### src/rtl/inst_fetch_ctrl.sv
// ============================================================================
// inst_fetch_ctrl: sram-like instruction fetch with a 2-entry decode buffer. Rev 1.0
// ============================================================================
`default_nettype none

module inst_fetch_ctrl #(
  parameter logic [31:0] RESET_PC   = 32'hBFC00000,
  parameter int          FIFO_DEPTH = 2
) (
  input  logic        clk,
  input  logic        resetn,
  output logic        inst_req,
  output logic        inst_wr,
  output logic [1:0]  inst_size,
  output logic [31:0] inst_addr,
  output logic [31:0] inst_wdata,
  input  logic [31:0] inst_rdata,
  input  logic        inst_addr_ok,
  input  logic        inst_data_ok,
  input  logic        br_valid,
  input  logic [31:0] br_target,
  output logic        fs_valid,
  output logic [31:0] fs_pc,
  output logic [31:0] fs_inst,
  input  logic        ds_ready
);

  typedef enum logic [1:0] {
    S_IDLE = 2'd0,
    S_REQ  = 2'd1,
    S_WAIT = 2'd2
  } state_t;

  localparam logic [1:0] C_FULL = FIFO_DEPTH[1:0];

  state_t      state_q, state_d;
  logic [31:0] pc_q, pc_d;
  logic [31:0] req_pc_q, req_pc_d;
  logic        cancel_q, cancel_d;
  logic [1:0]  count_q, count_d;
  logic [31:0] e0_pc_q, e0_pc_d, e0_inst_q, e0_inst_d;
  logic [31:0] e1_pc_q, e1_pc_d, e1_inst_q, e1_inst_d;

  logic        pop;
  logic        push;
  logic [1:0]  wpos;
  logic [31:0] br_pc;

  always_comb begin
    pop   = (count_q != 2'd0) && ds_ready;
    push  = (state_q == S_WAIT) && inst_data_ok && !cancel_q && !br_valid;
    wpos  = count_q - {1'b0, pop};
    br_pc = br_target & 32'hFFFF_FFFC;

    state_d   = state_q;
    pc_d      = pc_q;
    req_pc_d  = req_pc_q;
    cancel_d  = cancel_q;
    count_d   = count_q;
    e0_pc_d   = e0_pc_q;
    e0_inst_d = e0_inst_q;
    e1_pc_d   = e1_pc_q;
    e1_inst_d = e1_inst_q;

    // A redirect flushes the buffer outright; any same-cycle pop is moot.
    if (br_valid) begin
      count_d = 2'd0;
    end else begin
      count_d = count_q - {1'b0, pop} + {1'b0, push};
      if (pop && (count_q == 2'd2)) begin
        e0_pc_d   = e1_pc_q;
        e0_inst_d = e1_inst_q;
      end
      if (push) begin
        if (wpos == 2'd0) begin
          e0_pc_d   = req_pc_q;
          e0_inst_d = inst_rdata;
        end else begin
          e1_pc_d   = req_pc_q;
          e1_inst_d = inst_rdata;
        end
      end
    end

    case (state_q)
      S_IDLE: begin
        if (br_valid) pc_d = br_pc;
        if (count_d < C_FULL) state_d = S_REQ;
      end
      S_REQ: begin
        if (inst_addr_ok) begin
          req_pc_d = pc_q;
          state_d  = S_WAIT;
          if (br_valid) begin
            pc_d     = br_pc;
            cancel_d = 1'b1;
          end else begin
            pc_d = pc_q + 32'd4;
          end
        end else if (br_valid) begin
          pc_d = br_pc;
        end
      end
      S_WAIT: begin
        if (br_valid) pc_d = br_pc;
        // The outstanding slot is freed here, so only room after push/pop matters.
        if (inst_data_ok) begin
          cancel_d = 1'b0;
          state_d  = (br_valid || (count_d < C_FULL)) ? S_REQ : S_IDLE;
        end else if (br_valid) begin
          cancel_d = 1'b1;
        end
      end
      default: state_d = S_IDLE;
    endcase
  end

  always_ff @(posedge clk or negedge resetn) begin
    if (!resetn) begin
      state_q   <= S_IDLE;
      pc_q      <= RESET_PC;
      req_pc_q  <= 32'd0;
      cancel_q  <= 1'b0;
      count_q   <= 2'd0;
      e0_pc_q   <= 32'd0;
      e0_inst_q <= 32'd0;
      e1_pc_q   <= 32'd0;
      e1_inst_q <= 32'd0;
    end else begin
      state_q   <= state_d;
      pc_q      <= pc_d;
      req_pc_q  <= req_pc_d;
      cancel_q  <= cancel_d;
      count_q   <= count_d;
      e0_pc_q   <= e0_pc_d;
      e0_inst_q <= e0_inst_d;
      e1_pc_q   <= e1_pc_d;
      e1_inst_q <= e1_inst_d;
    end
  end

  assign inst_req   = (state_q == S_REQ);
  assign inst_wr    = 1'b0;
  assign inst_size  = 2'b10;
  assign inst_addr  = {pc_q[31:2], 2'b00};
  assign inst_wdata = 32'd0;
  assign fs_valid   = (count_q != 2'd0);
  assign fs_pc      = e0_pc_q;
  assign fs_inst    = e0_inst_q;

endmodule

`default_nettype wire

### config.mk
export PLATFORM = sky130hd
export DESIGN_NAME = inst_fetch_ctrl
export DESIGN_NICKNAME = d
export VERILOG_FILES = /design/src/rtl/inst_fetch_ctrl.sv
export SDC_FILE = /design/constraint.sdc
export NUM_CORES = 1
export LEC_CHECK = 0
export BUFFER_PORTS_ARGS = -buffer_cell sky130_fd_sc_hd__clkbuf_2
export CAP_MARGIN = 20
export CORE_MARGIN = 3
export CORE_UTILIZATION = 34
export DETAILED_ROUTE_END_ITERATION = 8
export GPL_TIMING_DRIVEN = 0
export SLEW_MARGIN = 0
export SYNTH_ARGS = -nofsm -noshare
export SYNTH_HDL_FRONTEND = slang
export SYNTH_SLANG_ARGS = --single-unit
export TNS_END_PERCENT = 20
### constraint.sdc
create_clock -name clk -period 3.2 [get_ports clk]
set_input_delay 0.96 -clock clk [delete_from_list [all_inputs] [get_ports clk]]
set_output_delay 0.96 -clock clk [all_outputs]
set_load 0.03 [all_outputs]
Word level (Yosys, flattened, before mapping)
Index checks and enable logic that the tools add are counted.
{ "totals": {"out_inout_bits": 133, "elab_cells": 59, "reg_bits": 197, "inputBits": 70} }
{ "op_classes": {"bitwise_logic": 2, "eq_ne": 6, "n_reduce_logical": 18, "magnitude_cmp": 1, "mux": 20, "n_addsub": 3} }
{ "op_table": {"columns": ["operator", "count"], "rows": [
  ["32-bit 2-to-1 mux", 9],
  ["32-bit case mux with 2 select lines", 1],
  ["32-bit by 3-bit adder with 32-bit output (second input constant)", 1],
  ["2-bit 2-to-1 mux", 4],
  ["2-bit case mux with 3 select lines", 1],
  ["3-bit AND reduction", 2],
  ["2-bit nonzero test", 3],
  ["1-bit logical AND", 5],
  ["2-bit equality test (second input constant)", 2],
  ["2-bit logical NOT", 2],
  ["1-bit 2-to-1 mux", 4],
  ["2-bit != test (second input constant)", 2],
  ["2-bit AND reduction", 2],
  ["2-bit by 1-bit adder with 2-bit output", 1],
  ["2-bit by 1-bit equality test with 1-bit output (second input constant)", 1],
  ["1-bit logical NOT", 2],
  ["2-bit less-than comparator (second input constant)", 1],
  ["2-bit by 1-bit != test with 1-bit output (second input constant)", 1],
  ["1-bit NOT", 2],
  ["1-bit case mux with 2 select lines", 1],
  ["2-bit OR reduction", 1],
  ["2-bit by 1-bit subtractor with 2-bit output", 1],
  ["1-bit logical OR", 1]
]} }

Logic depth before layout (Yosys ltp)
Gate-level depths: netlist of the first run.
{ "logic_depth": {"ltp_word": 11, "mapped_depth": 10, "mapped_depth_nobuf": 8} }

Least setup slack after synthesis of the first run
OpenSTA, ideal clock, no wires.
{ "synth_path": {"path_type": "input-to-reg", "start": "in ds_ready", "end": "reg e0_inst_q[0], in the netlist fs_inst[0]", "arrival_time_ns": 2.446, "setup_time_ns": 0.077, "n_path_buf": 2, "required_ns": 3.123, "slack_ns": 0.677, "cell_stages": 9, "cell_sequence": "and2_1 -> ha_1 -> xnor2_1 -> nand4_1 -> nand2b_1 -> buf_2 -> buf_1 -> o22ai_1 -> a21oi_1"} }
{ "synth_between": {"elab_chain_len": 5, "elab_cells_between_ends": 7, "cone_classes": "1 x add/sub; 3 x mux; 3 x reduce/logical"} }
{ "synth_rtl": {"columns": ["item", "line_no", "source"], "rows": [
  ["from (decl)", "25", "input logic ds_ready"],
  ["1-bit logical AND *", "50", "pop = (count_q != 2'd0) && ds_ready;"],
  ["2-bit by 1-bit subtractor with 2-bit output / 1-bit logical AND (equally long branches)", "52, 70", null],
  ["2-bit logical NOT / 32-bit 2-to-1 mux (equally long branches)", "75, 70", null],
  ["32-bit 2-to-1 mux", "75", "if (wpos == 2'd0) begin"],
  ["32-bit 2-to-1 mux *", "74", "if (push) begin"],
  ["to (signal assigned)", "136", "e0_inst_q <= e0_inst_d;"],
  ["to (decl)", "41", "logic [31:0] e0_pc_q, e0_pc_d, e0_inst_q, e0_inst_d;"]
]} }
Every way passes the cells marked *; elsewhere a longest branch is shown, timed or not.
A chain may end at the register's enable or synchronous reset.

Worst setup path after layout of the first run
{ "layout_path": {"start": "reg state_q[0]", "end": "out inst_req"} }
{ "layout_between": {"elab_chain_len": 1} }
{ "layout_rtl": {"columns": ["item", "line_no", "source"], "rows": [
  ["from (decl)", "36", "state_t state_q, state_d;"],
  ["from (signal assigned)", "130", "state_q <= state_d;"],
  ["2-bit by 1-bit equality test with 1-bit output", "142", "assign inst_req = (state_q == S_REQ);"],
  ["to (decl)", "12", "output logic inst_req,"]
]} }
No other way between the ends.

==> run_results.csv, run 1 <==
group,metric,value,unit
clock_network,htreeDepth,4,
sta,max_slew_margin,0.504,
routing,drt-vias-per-instance,5.09,
clock_network,cts_tree,"yes",
power_and_ir_drop,swShare,0.421,
final_layout,drive_gt1_frac,0.359,
sta,slew_viol_final,0,
floorplan,die-height,172,um
final_layout,fill_cells,2671,
power_and_ir_drop,p_int,6320,uW
grt,grtUsageMet1,0.241,
synth,synth_top_cells_by_count,"dfrtp_1, mux2_2, nor2_1",
clock_network,numCtsBuffers,17,
synth,synth-edff-count,0,
setup_path,cp-end-kind,"output pin",
synth,synth_area,9350,um2
clock_network,ctsHoldBuffers,0,
power_and_ir_drop,power_switching,4590,uW
sta,hold_viol,0,
routing,drt_iter0_markers,468,
grt,antenna_found_initial,1,
setup_path,cp_max_fo,10,
clock_network,clk_pin_slew_worst_paths,0.07,ns
setup_path,r2r_setup_slack,0.40,ns
grt,grt-busiest-layer,"met2",
sta,rsz0062_at_grt,"false",
grt,use_met3,0.0370,
placed_design,place_congestion,0.892,
sta,setup_viol,0,
grt,use_met2,0.278,
power_and_ir_drop,p_leak,0.00547,uW
clock_network,cts.sinks,197,
power_and_ir_drop,power.total,10900,uW
routing,ant_nets,0,
grt,grt_pass1_wl,39.7,mm
synth,ys_seq_area_frac,0.529,
synth,synth_most_common_cell,"dfrtp_1",
synth,synth-seq-cells,197,
sta,tns,0,ns
sta,worst_pin_slew,0.743,ns
sta,max_freq,338,MHz
synth,async_flop_share,1.00,
power_and_ir_drop,pwr-share-comb,0.410,
routing,wl_per_cell,18.0,um
grt,grt_pass1_vias,7041,
routing,drc_errors,0,
floorplan,boundaryPins,203,
floorplan,core,27000,um2
floorplan,start_util,0.347,
synth,yosysWarnings,0,
synth,syn_inst,878,
sta,min_period,2.96,ns
floorplan,die-area,29500,um2
placed_design,io_buffers,161,
synth,yosys.area.top_type_share,0.503,
power_and_ir_drop,ir_drop,0.000360,V
synth,ys.flop_type,"dfrtp_1",
sta,finalCritPeriodShare,0.924,
power_and_ir_drop,clkPwrFrac,0.187,
grt,track_usage,0.174,
setup_path,cp.required,2.24,ns
grt,globalRouteOverflowTotal,0,
power_and_ir_drop,p_per_area,963,nW/um2
run,cap_violations,0,
clock_network,cts_buffer_depth,2,
routing,drt_first_pass_iters,5,
sta,fin_worst_skew,0.0157,ns
grt,grt_max_degree,83,
synth,yosysUniqueCellTypes,63,
power_and_ir_drop,seq_power_share,0.403,
clock_network,clk_latency,0.43,ns
routing,num_vias,7368,
clock_network,cts_root_buffer,"clkbuf_16",
min_path,hp-class,"in2async",
routing,drt_wl_total,26.1,mm
synth,synth.area.top_cells,"dfrtp_1, mux2_2, buf_4",
setup_path,critPathKind,"reg2out",
placed_design,dp_hpwl,19.0,mm
synth,yosys.area.top_type,"dfrtp_1",
floorplan,die_w,172,um
final_layout,area_growth,21.2,%
setup_path,startpoint_type,"flip-flop",
final_layout,insertedDiodeCount,0,
final_layout,layout.nets,1168,
synth,synth_area_per_cell,10.6,um2
run_status,status,"completed",
floorplan,rows,60,
setup_path,critPathArrivalTime,2.00,ns
## logic make-up (layout without fill, tap and decap cells)
group / count (synthesis) / count (layout) / synth area share
adder cells (fa/ha/maj): 3 / 3 / 0.00402
flip-flops: 197 / 197 / 0.529
AND/OR/NAND/NOR: 209 / 209 / 0.110
AO/OA/AOI/OAI: 226 / 226 / 0.145
multiplexers: 103 / 103 / 0.123
other: 2 / 37 / 0.000804
XOR/XNOR: 2 / 2 / 0.00187
buffers and inverters: 136 / 330 / 0.0861
## layer usage
layer,share of wire,vias to the layer above,wire (um)
met5,0.00077,-,20
met4,0.013,2,331
met3,0.058,24,1510
met2,0.47,248,12300
met1,0.46,3574,11900
li1,-,3520,-
## state kept, by name, summed over array words and instances, names as in the netlist
register	flops
e1_inst_q	32
e1_pc_q	32
fs_inst	32
fs_pc	32
pc_q	32
req_pc_q	32
count_q	2
state_q	2
cancel_q	1
## stage by stage
step / hold slack (ns) / setup WS (ns) / util / std cells / area [um2]
final: 0.484 / 0.244 / 0.420 / 1448 / 11300
after global routing: 0.501 / 0.0732 / 0.420 / 1448 / 11300
after detailed placement: 0.472 / -0.109 / 0.400 / 1417 / 10800
after CTS: 0.488 / 0.190 / 0.420 / 1448 / 11300
after floorplan: 0.449 / 0.677 / - / 913 / 9480
after global placement: 0.467 / -2.74 / 0.397 / 1415 / 10700
## final cells by class
type                            count  area [um2]  share of cell area
Buffer                            127         771              0.0680
Clock buffer                       18         429              0.0379
Clock inverter                     13         118              0.0104
Inverter                            9        33.8             0.00298
Multi-Input combinational cell    580        3740               0.330
Sequential cell                   197        4940               0.436
Tap cell                          341         427              0.0377
Timing Repair Buffer              163         870              0.0768
## power groups by stage
stage | sequential (uW) | combinational, uW | clock (uW)
2_1_floorplan | 4930 | 2590 | 0
3_3_place_gp | 4410 | 4420 | 0
3_5_place_dp | 4440 | 4500 | 0
4_1_cts | 4390 | 4520 | 2100
5_1_grt | 4540 | 4870 | 2200
6_report | 4390 | 4470 | 2040
## cell usage in the layout, fill, tap and decap left out, types with 30 or more instances in the layout
master    count
buf_4        73
dfrtp_1     188
nand2_1      37
mux2_2       95
nor2_1       88
conb_1       37
clkbuf_2    160
clkbuf_1     30
a21oi_1      84
o22ai_1      71
## timing repair
action                     in CTS  in global routing
hold endpoints to repair        0                  0
setup endpoints to repair       0                 13
setup buffers                   0                  0
resized for setup               0                  1
## final timing paths
check / cells after the start / to / startpoint
max in group asynchronous: 3 / pc_q[22]$_DFFE_PN1P_ / resetn
hold reg to reg: 1 / pc_q[0]$_DFFE_PN0P_ / pc_q[0]$_DFFE_PN0P_
hold / removal: 1 / fs_pc[8]$_DFFE_PN0N_ / resetn
setup / recovery: 3 / inst_req / state_q[0]$_DFFE_PN0P_
setup reg to reg: 10 / fs_inst[9]$_DFFE_PN0N_ / count_q[1]$_DFF_PN0_
min in group clk: 1 / pc_q[0]$_DFFE_PN0P_ / pc_q[0]$_DFFE_PN0P_
## critical path, cell delays in order, from the launching register on
cell and delay [ns]:
dfrtp_1 0.44, clkbuf_1 0.37, nor2b_1 0.47, clkbuf_2 0.29
No activity file was read; power rests on OpenSTA's default activity.
==> inputs of run 2 (changes only) <==
--- a/config.mk
+++ b/config.mk
@@ -7,10 +7,10 @@
 export LEC_CHECK = 0
 export BUFFER_PORTS_ARGS = -buffer_cell sky130_fd_sc_hd__clkbuf_2
 export CAP_MARGIN = 20
-export CORE_MARGIN = 3
 export CORE_UTILIZATION = 34
 export DETAILED_ROUTE_END_ITERATION = 8
 export GPL_TIMING_DRIVEN = 0
+export PLACE_DENSITY = 0.59
 export SLEW_MARGIN = 0
 export SYNTH_ARGS = -nofsm -noshare
 export SYNTH_HDL_FRONTEND = slang
==> run_results.csv, run 2 (synthesized netlist as in run 1, its figures left out) <==
group,metric,value,unit
run_status,status,"completed",
sta,max_freq,343,MHz
routing,drt_iter0_markers,467,
grt,antenna_found_initial,2,
clock_network,cts.sinks,197,
min_path,hp-class,"reg2reg",
routing,drc_errors,0,
placed_design,pre_cts_ws,-0.0548,ns
placed_design,io_buffers,161,
sta,slew_viol_final,0,
power_and_ir_drop,ir_drop,0.000415,V
routing,drt_wl_total,25.7,mm
placed_design,dp_cells,1417,
sta,fin_worst_skew,0.0169,ns
final_layout,area_growth,21.8,%
sta,hold_ws,0.486,ns
setup_path,cp-end-kind,"output pin",
grt,track_usage,0.186,
grt,grt_max_degree,82,
placed_design,place_congestion,0.845,
final_layout,final_util,0.422,
routing,drt_first_pass_iters,5,
sta,setup_ws,0.283,ns
routing,num_vias,7385,
final_layout,fill_cells,2649,
run,cap_violations,0,
routing,ant_nets,0,
power_and_ir_drop,power.total,11100,uW
grt,grt_pass1_wl,40.7,mm
floorplan,start_util,0.347,
setup_path,critPathKind,"reg2out",
sta,hold_viol,0,
final_layout,layout.nets,1168,
power_and_ir_drop,p_int,6430,uW
final_layout,layout_commonest_cell,"dfrtp_1",
sta,min_period,2.92,ns
floorplan,die_w,168,um
power_and_ir_drop,p_leak,0.00551,uW
clock_network,clk_pin_slew_worst_paths,0.07,ns
floorplan,die-height,168,um
final_layout,final_cell_mix,"dfrtp_1, clkbuf_2, mux2_2",
setup_path,cp_max_fo,10,
setup_path,cp.required,2.24,ns
setup_path,critPathArrivalTime,1.96,ns
sta,finalCritPeriodShare,0.911,
clock_network,clk_latency,0.44,ns
clock_network,numCtsBuffers,17,
sta,max_slew_margin,0.474,
sta,setup_viol,0,
power_and_ir_drop,p_per_area,971,nW/um2
floorplan,rows,60,
clock_network,cts_tree,"yes",
floorplan,die-area,28200,um2
floorplan,core,27000,um2
sta,worst_pin_slew,0.789,ns
routing,drt-vias-per-instance,5.09,
grt,globalRouteOverflowTotal,0,
power_and_ir_drop,clkPwrFrac,0.199,
power_and_ir_drop,power_switching,4620,uW
clock_network,htreeDepth,4,
grt,grt_pass1_vias,7231,
routing,wl_per_cell,17.7,um
final_layout,layout.cells.non_filler,1450,
power_and_ir_drop,pwr-share-comb,0.404,
floorplan,boundaryPins,203,
power_and_ir_drop,swShare,0.418,
final_layout,drive_gt1_frac,0.360,
clock_network,cts_buffer_depth,2,
power_and_ir_drop,seq_power_share,0.397,
setup_path,startpoint_type,"flip-flop",
placed_design,dp_hpwl,18.5,mm
sta,rsz0062_at_grt,"false",
clock_network,ctsHoldBuffers,0,
clock_network,cts_root_buffer,"clkbuf_16",
-- run 2: cell count changes in the layout (fill, tap and decap cells not counted), sizes merged --
cell      delta
inv          +4
diode        +1
clkinvlp     -2
bufinv       +1
clkinv       -2
-- run 2: metal layers --
metal	wire, um	vias up	global-route usage
li1	-	3514	-
met1	11800	3605	0.252
met2	11900	232	0.294
met3	1410	32	0.0383
met4	504	2	0.0718
met5	13	-	0
-- run 2: path summary, 6_finish.rpt --
check                                  startpoint                     end  slack, ns  depth (start not counted)
max in group asynchronous                  resetn  fs_inst[1]$_DFFE_PN0N_       1.93                          2
setup / recovery           state_q[0]$_DFFE_PN0P_                inst_req       0.28                          3
hold / removal                pc_q[0]$_DFFE_PN0P_     pc_q[0]$_DFFE_PN0P_       0.49                          1
min in group asynchronous                  resetn    fs_pc[9]$_DFFE_PN0N_       0.50                          1
setup reg to reg             count_q[1]$_DFF_PN0_  fs_inst[0]$_DFFE_PN0N_       0.41                         10
hold reg to reg               pc_q[0]$_DFFE_PN0P_     pc_q[0]$_DFFE_PN0P_       0.49                          1
-- run 2: worst max-delay path, cell delays in order (launching register included) --
cell and delay [ns]:
dfrtp_1 0.45, clkbuf_1 0.37, nor2b_1 0.41, clkbuf_2 0.30
-- run 2: cell type report --
type | count | area (um2) | area share
buffer | 127 | 771 | 0.0677
clock inverter | 14 | 158 | 0.0139
clock buffer | 18 | 439 | 0.0386
tap | 341 | 427 | 0.0375
inverter | 9 | 33.8 | 0.00297
timing repair buffer | 163 | 870 | 0.0764
sequential | 197 | 4940 | 0.434
multi-input combinational | 580 | 3740 | 0.329
antenna | 1 | 2.50 | 0.000220
-- run 2: power groups by stage --
stage | registers [uW] | logic (uW) | clock network, uW
after floorplan | 4930 | 2590 | 0
after global routing | 4550 | 4850 | 2350
final | 4390 | 4460 | 2200
after global placement | 4410 | 4410 | 0
after CTS | 4390 | 4500 | 2260
after detailed placement | 4440 | 4480 | 0
-- run 2: what timing repair did --
action,4_1_cts,5_1_grt
endpoints found under the setup margin,0,1
setup buffers,0,0
endpoints found under the hold margin,0,0
resized for setup,0,1
-- run 2: through the flow --
stage / setup TNS, ns / area (um2)
6_report: 0 / 11400
5_1_grt: 0 / 11400
4_1_cts: 0 / 11400
3_5_place_dp: -0.708 / 10800
3_3_place_gp: -527.72 / 10700
2_1_floorplan: 0 / 9480
==> inputs of run 3 (changes only) <==
--- a/config.mk
+++ b/config.mk
@@ -11,6 +11,7 @@
 export DETAILED_ROUTE_END_ITERATION = 8
 export GPL_TIMING_DRIVEN = 0
 export PLACE_DENSITY = 0.59
+export REMOVE_ABC_BUFFERS = 1
 export SLEW_MARGIN = 0
 export SYNTH_ARGS = -nofsm -noshare
 export SYNTH_HDL_FRONTEND = slang
==> run_results.csv, run 3 (synthesized netlist as in run 1, its figures left out) <==
group,metric,value,unit
sta,worst_pin_slew,0.925,ns
grt,grt_pass1_wl,40.3,mm
final_layout,drive_gt1_frac,0.329,
clock_network,cts.sinks,197,
final_layout,fill_cells,2653,
final_layout,final_util,0.402,
floorplan,die-area,28200,um2
sta,fin_worst_skew,0.0161,ns
setup_path,cp_slowest_stage_delay,0.82,ns
sta,finalCritPeriodShare,0.912,
power_and_ir_drop,power.total,10800,uW
grt,grtUsageMet1,0.259,
setup_path,r2r_setup_slack,0.36,ns
sta,slew_viol_final,0,
floorplan,die_w,168,um
setup_path,cp.buffers_inverters,1,
floorplan,start_util,0.347,
clock_network,cts_root_buffer,"clkbuf_16",
setup_path,crit_chain,"nor2b_1 > clkbuf_2",
setup_path,critPathKind,"reg2out",
clock_network,clk_pin_slew_worst_paths,0.07,ns
setup_path,cp_top_family,"flip-flops",
sta,setup_viol,0,
run,cap_violations,0,
floorplan,rows,60,
grt,grt_max_degree,102,
power_and_ir_drop,p_per_area,994,nW/um2
clock_network,numCtsBuffers,17,
placed_design,place_congestion,0.780,
routing,drt-vias-per-instance,5.20,
min_path,hp-class,"reg2reg",
grt,track_usage,0.184,
placed_design,io_buffers,163,
setup_path,cp_max_fo,24,
placed_design,placed_area,10200,um2
power_and_ir_drop,ir_drop,0.000463,V
routing,wl_per_cell,18.8,um
clock_network,clk_latency,0.43,ns
setup_path,cp-startpoint,"state_q[0]$_DFFE_PN0P_",
clock_network,htreeDepth,4,
setup_path,r2r_cells,7,
setup_path,cp-end-kind,"output pin",
final_layout,area_growth,16.0,%
min_path,worstHoldStart,"pc_q[1]$_DFFE_PN0P_",
setup_path,critPathArrivalTime,1.96,ns
setup_path,r2r-start,"count_q[1]$_DFF_PN0_",
grt,globalRouteOverflowTotal,0,
run_status,status,"completed",
setup_path,startpoint_type,"flip-flop",
setup_path,cp_num_cells,2,
sta,rsz0062_at_grt,"false",
routing,drt_iter0_markers,495,
grt,grt-busiest-layer,"met2",
setup_path,cp.required,2.24,ns
grt,antenna_found_initial,0,
setup_path,slowest_stage,"dfrtp_1",
floorplan,boundaryPins,203,
sta,min_period,2.92,ns
grt,use_met3,0.0341,
setup_path,crit_end,"inst_req",
clock_network,cts_buffer_depth,2,
sta,hold_viol,0,
placed_design,pre_cts_ws,-1.03,ns
setup_path,worstReg2RegEnd,"e1_inst_q[2]$_DFFE_PN0P_",
final_layout,final_area,10800,um2
placed_design,dp_hpwl,15.9,mm
final_layout,final_cell_mix,"dfrtp_1, clkbuf_2, mux2_2",
sta,max_freq,343,MHz
grt,use_met2,0.299,
routing,drt_wl_total,25.2,mm
final_layout,insertedDiodeCount,0,
final_layout,multi_input_area,3780,um2
routing,num_vias,6953,
floorplan,die-height,168,um
power_and_ir_drop,p_leak,0.00514,uW
grt,grt_pass1_vias,6981,
final_layout,layout.nets,1056,
routing,ant_nets,0,
sta,setup_ws,0.281,ns
final_layout,layout_commonest_cell,"dfrtp_1",
sta,max_slew_margin,0.382,
clock_network,cts_tree,"yes",
final_layout,seq_area,4940,um2
routing,drt_first_pass_iters,4,
sta,hold_ws,0.487,ns
floorplan,core,27000,um2
routing,drc_errors,0,
-- run 3: changes by cell type in the layout (fill, tap and decap cells not counted), sizes merged --
| cell | delta |
|---|---|
| diode | -1 |
| buf | -86 |
| nand2b | +1 |
| bufinv | +1 |
| clkinvlp | +3 |
| clkinv | -1 |
| clkbuf | -26 |
| inv | -4 |
-- run 3: area by class of cell --
cell class	instances	area share
Inverter	9	0.00358
Timing Repair Buffer	177	0.0983
Clock inverter	13	0.0135
Tap cell	341	0.0394
Sequential cell	197	0.456
Multi-Input combinational cell	581	0.348
Clock buffer	19	0.0409
-- run 3: worst register-to-register path, delay by kind of cell (launching register included) --
kind / cells / cell delay [ns]
AO/OA/AOI/OAI: 1 / 0.76
XOR/XNOR: 1 / 0.21
adder cells (fa/ha/maj): 1 / 0.19
buffers and inverters: 1 / 0.30
flip-flops: 1 / 0.40
multiplexers: 1 / 0.38
AND/OR/NAND/NOR: 2 / 0.48
-- run 3: how the worst min path moves through the flow --
stage | cells past startpoint | to | slack, ns
2_1_floorplan | 1 | pc_q[0]$_DFFE_PN0P_ | 0.45
3_3_place_gp | 1 | pc_q[1]$_DFFE_PN0P_ | 0.47
3_5_place_dp | 1 | pc_q[1]$_DFFE_PN0P_ | 0.47
4_1_cts | 1 | pc_q[1]$_DFFE_PN0P_ | 0.49
5_1_grt | 1 | pc_q[1]$_DFFE_PN0P_ | 0.51
6_report | 1 | pc_q[1]$_DFFE_PN0P_ | 0.49
-- run 3: metrics by stage --
step                setup TNS [ns]  std cells
finish                           0       1337
global route                     0       1337
CTS                              0       1336
detailed placement          -91.13       1300
global placement          -1517.60       1290
floorplan                  -361.87        786
-- run 3: per-layer routing --
layer | part of all wire | up-vias
li1 | - | 3284
met1 | 0.48 | 3465
met2 | 0.48 | 194
met3 | 0.044 | 10
met5 | 0 | -
met4 | 0.0058 | 0
-- run 3: power by group --
group / switching (uW) / total (uW) / internal (uW) / leakage, uW
clock: 1000 / 2190 / 1190 / 0.000284
sequential: 924 / 4510 / 3580 / 0.00250
combinational: 2570 / 4070 / 1500 / 0.00235
-- run 3: timing repair --
| action | CTS | global route |
|---|---|---|
| hold buffers | 0 | 0 |
| buffers inserted | 3 | 0 |
| setup endpoints to repair | 68 | 0 |
| resized for setup | 2 | 0 |
